<file path="src/rtl/ctrl_sequencer.sv">
// ctrl_sequencer: hardwired fetch/decode/execute sequencer for the single-bus datapath.
// Supported instructions: jr, jal, nop and halt. Any other opcode pulses illegal in T3
// and then behaves as a nop.
// Optional feature: define BRANCH_EN to execute conditional branches (T3..T6).
// Without it, OPC_BR is treated as illegal.
module ctrl_sequencer #(
  parameter logic [4:0] OPC_BR   = 5'b10010,
  parameter logic [4:0] OPC_JAL  = 5'b10011,
  parameter logic [4:0] OPC_JR   = 5'b10100,
  parameter logic [4:0] OPC_NOP  = 5'b11010,
  parameter logic [4:0] OPC_HALT = 5'b11011
) (
  input  logic        clk,
  input  logic        clr,
  input  logic [31:0] ir,
  input  logic        con_ff,
  output logic [31:0] enable,
  output logic [31:0] bus_select,
  output logic [4:0]  control_signals,
  output logic        md_read,
  output logic        read_ram,
  output logic        write_ram,
  output logic        gra,
  output logic        grb,
  output logic        grc,
  output logic        rin,
  output logic        rout,
  output logic        ba_out,
  output logic        con_in,
  output logic        run,
  output logic        illegal
);

  localparam int unsigned W_WORD = 32;
  localparam int unsigned W_OP   = 5;
  localparam int unsigned W_ALU  = 5;

  localparam int unsigned EN_R15 = 15;
  localparam int unsigned EN_Z   = 18;
  localparam int unsigned EN_PC  = 20;
  localparam int unsigned EN_MDR = 21;
  localparam int unsigned EN_Y   = 23;
  localparam int unsigned EN_IR  = 24;
  localparam int unsigned EN_MAR = 25;
  localparam int unsigned BS_ZLO = 19;
  localparam int unsigned BS_PC  = 20;
  localparam int unsigned BS_MDR = 21;
  localparam int unsigned BS_C   = 23;

  localparam logic [W_ALU-1:0] ALU_ADD   = W_ALU'(3);
  localparam logic [W_ALU-1:0] ALU_INCPC = W_ALU'(14);

  typedef enum logic [3:0] {
    S_IDLE, S_T0, S_T1, S_T2, S_T3, S_T4, S_T5, S_T6, S_HALT
  } state_e;

  typedef struct packed {
    logic [W_WORD-1:0] en;
    logic [W_WORD-1:0] bs;
    logic [W_ALU-1:0]  alu;
    logic              md_read;
    logic              read_ram;
    logic              gra;
    logic              rout;
    logic              con_in;
    logic              run;
    logic              illegal;
  } ctl_t;

  // Per-state control word. T3 contributes only run; its opcode-dependent part is decoded live from ir.
  function automatic ctl_t moore_ctl(input state_e s, input logic jal, input logic br);
    ctl_t c;
    c = '0;
    case (s)
      S_T0: begin
        c.en[EN_MAR] = 1'b1;
        c.en[EN_Z]   = 1'b1;
        c.bs[BS_PC]  = 1'b1;
        c.alu        = ALU_INCPC;
        c.run        = 1'b1;
      end
      S_T1: begin
        c.bs[BS_ZLO] = 1'b1;
        c.en[EN_PC]  = 1'b1;
        c.en[EN_MDR] = 1'b1;
        c.md_read    = 1'b1;
        c.read_ram   = 1'b1;
        c.run        = 1'b1;
      end
      S_T2: begin
        c.bs[BS_MDR] = 1'b1;
        c.en[EN_IR]  = 1'b1;
        c.run        = 1'b1;
      end
      S_T3: c.run = 1'b1;
      S_T4: begin
        c.run = 1'b1;
        if (jal) begin
          c.gra       = 1'b1;
          c.rout      = 1'b1;
          c.en[EN_PC] = 1'b1;
        end else if (br) begin
          c.bs[BS_PC] = 1'b1;
          c.en[EN_Y]  = 1'b1;
        end
      end
      S_T5: begin
        c.bs[BS_C]  = 1'b1;
        c.alu       = ALU_ADD;
        c.en[EN_Z]  = 1'b1;
        c.run       = 1'b1;
      end
      S_T6: begin
        c.bs[BS_ZLO] = 1'b1;
        c.run        = 1'b1;
      end
      default: c = '0;
    endcase
    return c;
  endfunction

  state_e state_q, state_d;
  logic   br_q, br_d;
  ctl_t   ctl_q, ctl_d, t3_ctl, out_ctl;

  logic [W_OP-1:0] opc;
  logic is_jr, is_jal, is_nop, is_halt, br_op, is_br, pc_gate;
  logic unused_bits;

  assign opc     = ir[W_WORD-1 -: W_OP];
  assign is_jr   = (opc == OPC_JR);
  assign is_jal  = (opc == OPC_JAL);
  assign is_nop  = (opc == OPC_NOP);
  assign is_halt = (opc == OPC_HALT);
  assign br_op   = (opc == OPC_BR);

`ifdef BRANCH_EN
  assign is_br   = br_op;
  assign pc_gate = (state_q == S_T6) & br_q & con_ff;
`else
  assign is_br   = 1'b0;
  assign pc_gate = 1'b0;
`endif

  // Operand fields of ir are consumed by the datapath, not here.
  assign unused_bits = ^{ir[W_WORD-W_OP-1:0], con_ff, br_op};

  // Next-state, branch-flag capture and the live T3 opcode decode.
  always_comb begin
    state_d = state_q;
    br_d    = br_q;
    t3_ctl  = '0;
    case (state_q)
      S_IDLE: state_d = S_T0;
      S_T0:   state_d = S_T1;
      S_T1:   state_d = S_T2;
      S_T2:   state_d = S_T3;
      S_T3: begin
        br_d = is_br;
        if (is_jr) begin
          t3_ctl.gra       = 1'b1;
          t3_ctl.rout      = 1'b1;
          t3_ctl.en[EN_PC] = 1'b1;
          state_d          = S_T0;
        end else if (is_jal) begin
          t3_ctl.bs[BS_PC]  = 1'b1;
          t3_ctl.en[EN_R15] = 1'b1;
          state_d           = S_T4;
        end else if (is_br) begin
          t3_ctl.gra    = 1'b1;
          t3_ctl.rout   = 1'b1;
          t3_ctl.con_in = 1'b1;
          state_d       = S_T4;
        end else if (is_nop) begin
          state_d = S_T0;
        end else if (is_halt) begin
          state_d = S_HALT;
        end else begin
          t3_ctl.illegal = 1'b1;
          state_d        = S_T0;
        end
      end
      S_T4:   state_d = br_q ? S_T5 : S_T0;
      S_T5:   state_d = S_T6;
      S_T6:   state_d = S_T0;
      S_HALT: state_d = S_HALT;
      default: state_d = S_IDLE;
    endcase
    ctl_d = moore_ctl(state_d, is_jal, is_br);
  end

  // State and registered control word; clr abandons any instruction in progress.
  always_ff @(posedge clk or posedge clr) begin
    if (clr) begin
      state_q <= S_IDLE;
      br_q    <= 1'b0;
      ctl_q   <= '0;
    end else begin
      state_q <= state_d;
      br_q    <= br_d;
      ctl_q   <= ctl_d;
    end
  end

  // Merge registered word, T3 opcode decode and the con_ff-gated PCin of branch T6.
  always_comb begin
    out_ctl            = ctl_q | t3_ctl;
    out_ctl.en[EN_PC]  = out_ctl.en[EN_PC] | pc_gate;
  end

  assign enable          = out_ctl.en;
  assign bus_select      = out_ctl.bs;
  assign control_signals = out_ctl.alu;
  assign md_read         = out_ctl.md_read;
  assign read_ram        = out_ctl.read_ram;
  assign write_ram       = 1'b0;
  assign gra             = out_ctl.gra;
  assign grb             = 1'b0;
  assign grc             = 1'b0;
  assign rin             = 1'b0;
  assign rout            = out_ctl.rout;
  assign ba_out          = 1'b0;
  assign con_in          = out_ctl.con_in;
  assign run             = out_ctl.run;
  assign illegal         = out_ctl.illegal;

endmodule
</file>
<file path="config.mk">
export PLATFORM = sky130hd
export DESIGN_NAME = ctrl_sequencer
export DESIGN_NICKNAME = d
export VERILOG_FILES = /design/src/rtl/ctrl_sequencer.sv
export SDC_FILE = /design/constraint.sdc
export NUM_CORES = 1
export LEC_CHECK = 0
export CAP_MARGIN = 25
export CORE_UTILIZATION = 33
export CTS_BUF_LIST = sky130_fd_sc_hd__clkbuf_8
export DETAILED_ROUTE_END_ITERATION = 7
export PLACE_DENSITY = 0.86
export SLEW_MARGIN = 20
export SYNTH_ARGS = -nofsm -noshare
export SYNTH_HDL_FRONTEND = slang
export SYNTH_SLANG_ARGS = --single-unit
</file>
<file path="constraint.sdc">
create_clock -name clk -period 1.9 [get_ports clk]
set_clock_uncertainty 0.1 [all_clocks]
set_input_delay 0.19 -clock clk [delete_from_list [all_inputs] [get_ports clk]]
set_output_delay 0.19 -clock clk [all_outputs]
set_load 0.01 [all_outputs]
</file>
==> out/results.md <==
| Step | Result | Reported |
| --- | --- | --- |
| detailed routing | Metal1 wirelength | 600 microns |
| floorplanning | Starting density of the core | 0.3526 |
| clock tree | Total number of clock tree sinks | 14 |
| sta | Pins Over Slew Limit | 0 |
| worst setup path | Minimum setup slack among reg-to-reg paths | 0.56 ns |
| detailed routing | Post-DRT Antenna Nets | 0 |
| hold path | Min-Delay Path Class | in2async |
| worst setup path | Setup crit end | bus_select[20] |
| synthesis | Synth warn | 0 |
| detailed routing | Average vias per placed instance | 3.419 |
| place | Post-Place Setup Slack | -0.2726 ns |
| synthesis | Sequential element share of the synthesized area | 0.2887 |
| global routing | Aggregate global routing overflow | 0 |
| power | Power share of the sequential group | 0.316 |
| cells and area | Most common cell after layout, fill and taps aside | conb_1 |
| clock tree | CTS Root Cell | clkbuf_8 |
| cells and area | Non-Filler Instances | 198 |
| sta | Top achievable clock speed | 555.2 MHz |
| floorplanning | Ports placed on the boundary | 116 |
| global routing | GRT Overall Usage | 0.08343 |
| worst setup path | R2r worst-path depth | 4 |
| detailed routing | Top Layer Used | met3 |
| job | Max-cap viol count | 0 |
| worst setup path | Critical R2R Launch | state_q[2]$_DFF_PP0_ |
| worst setup path | Worst setup path category | in2out |
| cells and area | Number of nets in the final layout | 188 |
| power | Net switching component of the power | 0.0004772 W |
| place | Total placed cells including tap cells | 194 |
| power | Fraction of power consumed by combinational cells | 0.488 |
| detailed routing | DRC errors left | 0 |
| sta | Worst Slack Setup Final | 0.09894 ns |
| sta | Setup repair after global routing missed its margin | false |
| detailed routing | Count of TritonRoute iterations in the first routing pass | 2 |
| synthesis | Area contributors post-synth | buf_4, dfrtp_1, nand2b_1 |
| place | Final GP Congestion | 0.6772 |
| worst setup path | Endpoint of the most critical register-to-register path | ctl_q[31]$_DFF_PP0_ |
| power | Overall power | 0.001434 W |
| cells and area | Commonest cells after routing, fill and taps aside | conb_1, clkdlybuf4s50_1, dfrtp_1 |
| worst setup path | Type of destination of the critical path | primary output |
| detailed routing | Final routed wirelength across all metal layers | 1695 microns |
| synthesis | Number of cells produced by synthesis | 131 |
| detailed routing | Metal3 WL | 92 microns |
| place | PortBufs | 26 |
| global routing | Antenna violations before repair | 0 |
| clock tree | Clock tree from TritonCTS | yes |
| clock tree | Clock-pin slew on the worst setup and hold paths | 0.06 ns |
| power | Int Pwr | 0.0009567 W |
| synthesis | Post-Syn Area | 1214 sq um |
| clock tree | Max H-tree Level | 1 |
| worst setup path | Element type at the critical path start | input pin |
| sta | Post-layout minimum cycle time | 1.801 ns |
| sta | Number of hold-slack violations in the final timing report | 0 |
| clock tree | Clock latency on the worst-skew pair | 0.24 ns |
| clock tree | Hold-fix buffers at CTS | 0 |
| synthesis | Library cell occupying the most area in the post-synthesis netlist | buf_4 |
| sta | Final Hold Slack | 0.1731 ns |
| sta | Part of the cycle the worst path needs | 0.9479 |
| clock tree | Total CTS buffers | 3 |
| sta | Actual transition at the worst max-transition pin | 0.5018 ns |
| cells and area | Antenna Cells | 0 |
| place | Detailed-placement wirelength estimate | 1450 microns |
| worst setup path | Critical path launch point | ir[31] |
| detailed routing | Number of DRC markers in iteration 0 | 9 |
| cells and area | Area added between synthesis and finish | 6.082% |
| floorplanning | Die Wd | 62.65 microns |
| worst setup path | Worst path arrival time | 1.51 ns |
| floorplanning | Placeable core region | 3442 sq um |
| status | Outcome | complete, no violations |
| detailed routing | Vias after detailed routing | 677 |
| detailed routing | Detail Route met2 WL | 1003 microns |
| global routing | Vias in the first global route | 569 |
| floorplanning | Area of the die | 3924 sq um |
| synthesis | Number of synthesized register bits | 14 |
| synthesis | Fraction of synthesized cell area taken by the top area cell type | 0.4577 |
| power | Relative contribution of the clock network to total power | 0.196 |
| floorplanning | Die Y | 62.65 microns |
| global routing | Maximum number of pins on one net before global-route repair | 15 |
| worst setup path | Endpoint required time on the critical path | 1.61 ns |
| power | Power per cell area | 1114 nW/um^2 |
| power | Highest ir drop seen on vdd | 0.3135 mV |
| global routing | First-pass GRT wire length | 2546 microns |
| worst setup path | Biggest fanout along the worst timing path | 3 |
| clock tree | Max Buffers Root-to-Sink | 2 |
| synthesis | Avg Synthesized Cell Area | 9.265 sq um |
| floorplanning | Number of placement rows | 21 |
| power | Proportion of total power due to net switching | 0.3328 |
| detailed routing | Wire length per cell after detailed routing | 8.561 microns |
| sta | Slew margin rel. | 0.6651 |
| cells and area | Share of final-layout standard cells stronger than drive strength 1 | 0.1184 |
| power | Static leakage | 0.6775 nW |
| synthesis | Synth unique cells | 28 |
| sta | Final setup violation count | 0 |
[registers in the layout, summed over array words and instances (netlist names)]
register	flops
ctl_q	10
state_q	4
[per-layer routing]
layer,GRT usage,vias to the layer above
met5,0,-
met4,0.03488,0
li1,-,327
met1,0.08211,316
met3,0.01825,0
met2,0.1644,34
[timing repair]
action                     4_1_cts  5_1_grt
setup endpoints to repair        6        1
gates cloned                     0        0
buffers inserted                 0        0
resized for setup               12        1
[cell usage after synthesis]
master / number
nand4b_1: 1
and3_1: 2
nor4b_2: 2
buf_6: 1
and2_4: 1
conb_1: 1
or2_1: 2
nor4b_4: 1
and4b_4: 1
or4b_1: 1
a21oi_1: 4
buf_4: 74
nor2b_2: 1
o2bb2ai_1: 1
nand4_1: 1
and2_1: 1
buf_1: 1
nor3_1: 2
nand2b_1: 6
and2b_4: 1
nand2_1: 2
nor3b_1: 1
o21ai_0: 2
inv_1: 1
a211oi_1: 2
nor2_1: 3
nor2b_1: 1
dfrtp_1: 14
[metrics by stage]
step / instance area (sq um) / TNS [ns] / utilization
2_1_floorplan: 1443 / 0 / -
3_3_place_gp: 1235 / -0.9437 / 0.3588
3_5_place_dp: 1235 / -1.073 / 0.3588
4_1_cts: 1285 / 0 / 0.3733
5_1_grt: 1287 / 0 / 0.3740
6_report: 1287 / 0 / 0.3740
[cell type report]
| cell class | count | area [sq um] |
|---|---|---|
| sequential | 14 | 350.3 |
| fill | 349 | 2155 |
| multi-input combinational | 101 | 523.0 |
| tap | 46 | 57.56 |
| inverter | 1 | 3.754 |
| timing repair buffer | 32 | 297.8 |
| clock buffer | 4 | 55.05 |
[power by group through the flow]
stage          clock network (W)  registers, W  logic, W
2_1_floorplan                  0      0.000462  0.000584
3_3_place_gp                   0      0.000460  0.000704
3_5_place_dp                   0      0.000462  0.000722
4_1_cts                 0.000287      0.000459  0.000706
5_1_grt                 0.000299      0.000472  0.000756
6_report                0.000280      0.000454  0.000700
[logic make-up after synthesis]
logic type | after synthesis | synth area share
other | 1 | 0.003090
AND/OR/NAND/NOR | 30 | 0.1907
AO/OA/AOI/OAI | 9 | 0.04433
buffers and inverters | 77 | 0.4732
flip-flops | 14 | 0.2887
[how the worst min path moves through the flow]
stage / depth (start not counted) / endpoint / slack, ns
global route: 2 / state_q[2]$_DFF_PP0_ / 0.24
floorplan: 1 / ctl_q[1]$_DFF_PP0_ / -0.02
detailed placement: 1 / state_q[3]$_DFF_PP0_ / 0.38
finish: 2 / state_q[1]$_DFF_PP0_ / 0.17
global placement: 1 / state_q[3]$_DFF_PP0_ / 0.35
CTS: 2 / state_q[1]$_DFF_PP0_ / 0.20
[worst max-delay path, cell delays in order]
cell and delay (ns):
clkdlybuf4s50_1 0.43, and4b_4 0.22, and3_1 0.19, or2_1 0.20, dlygate4sd2_1 0.28
(Power assumes the default switching activity.)
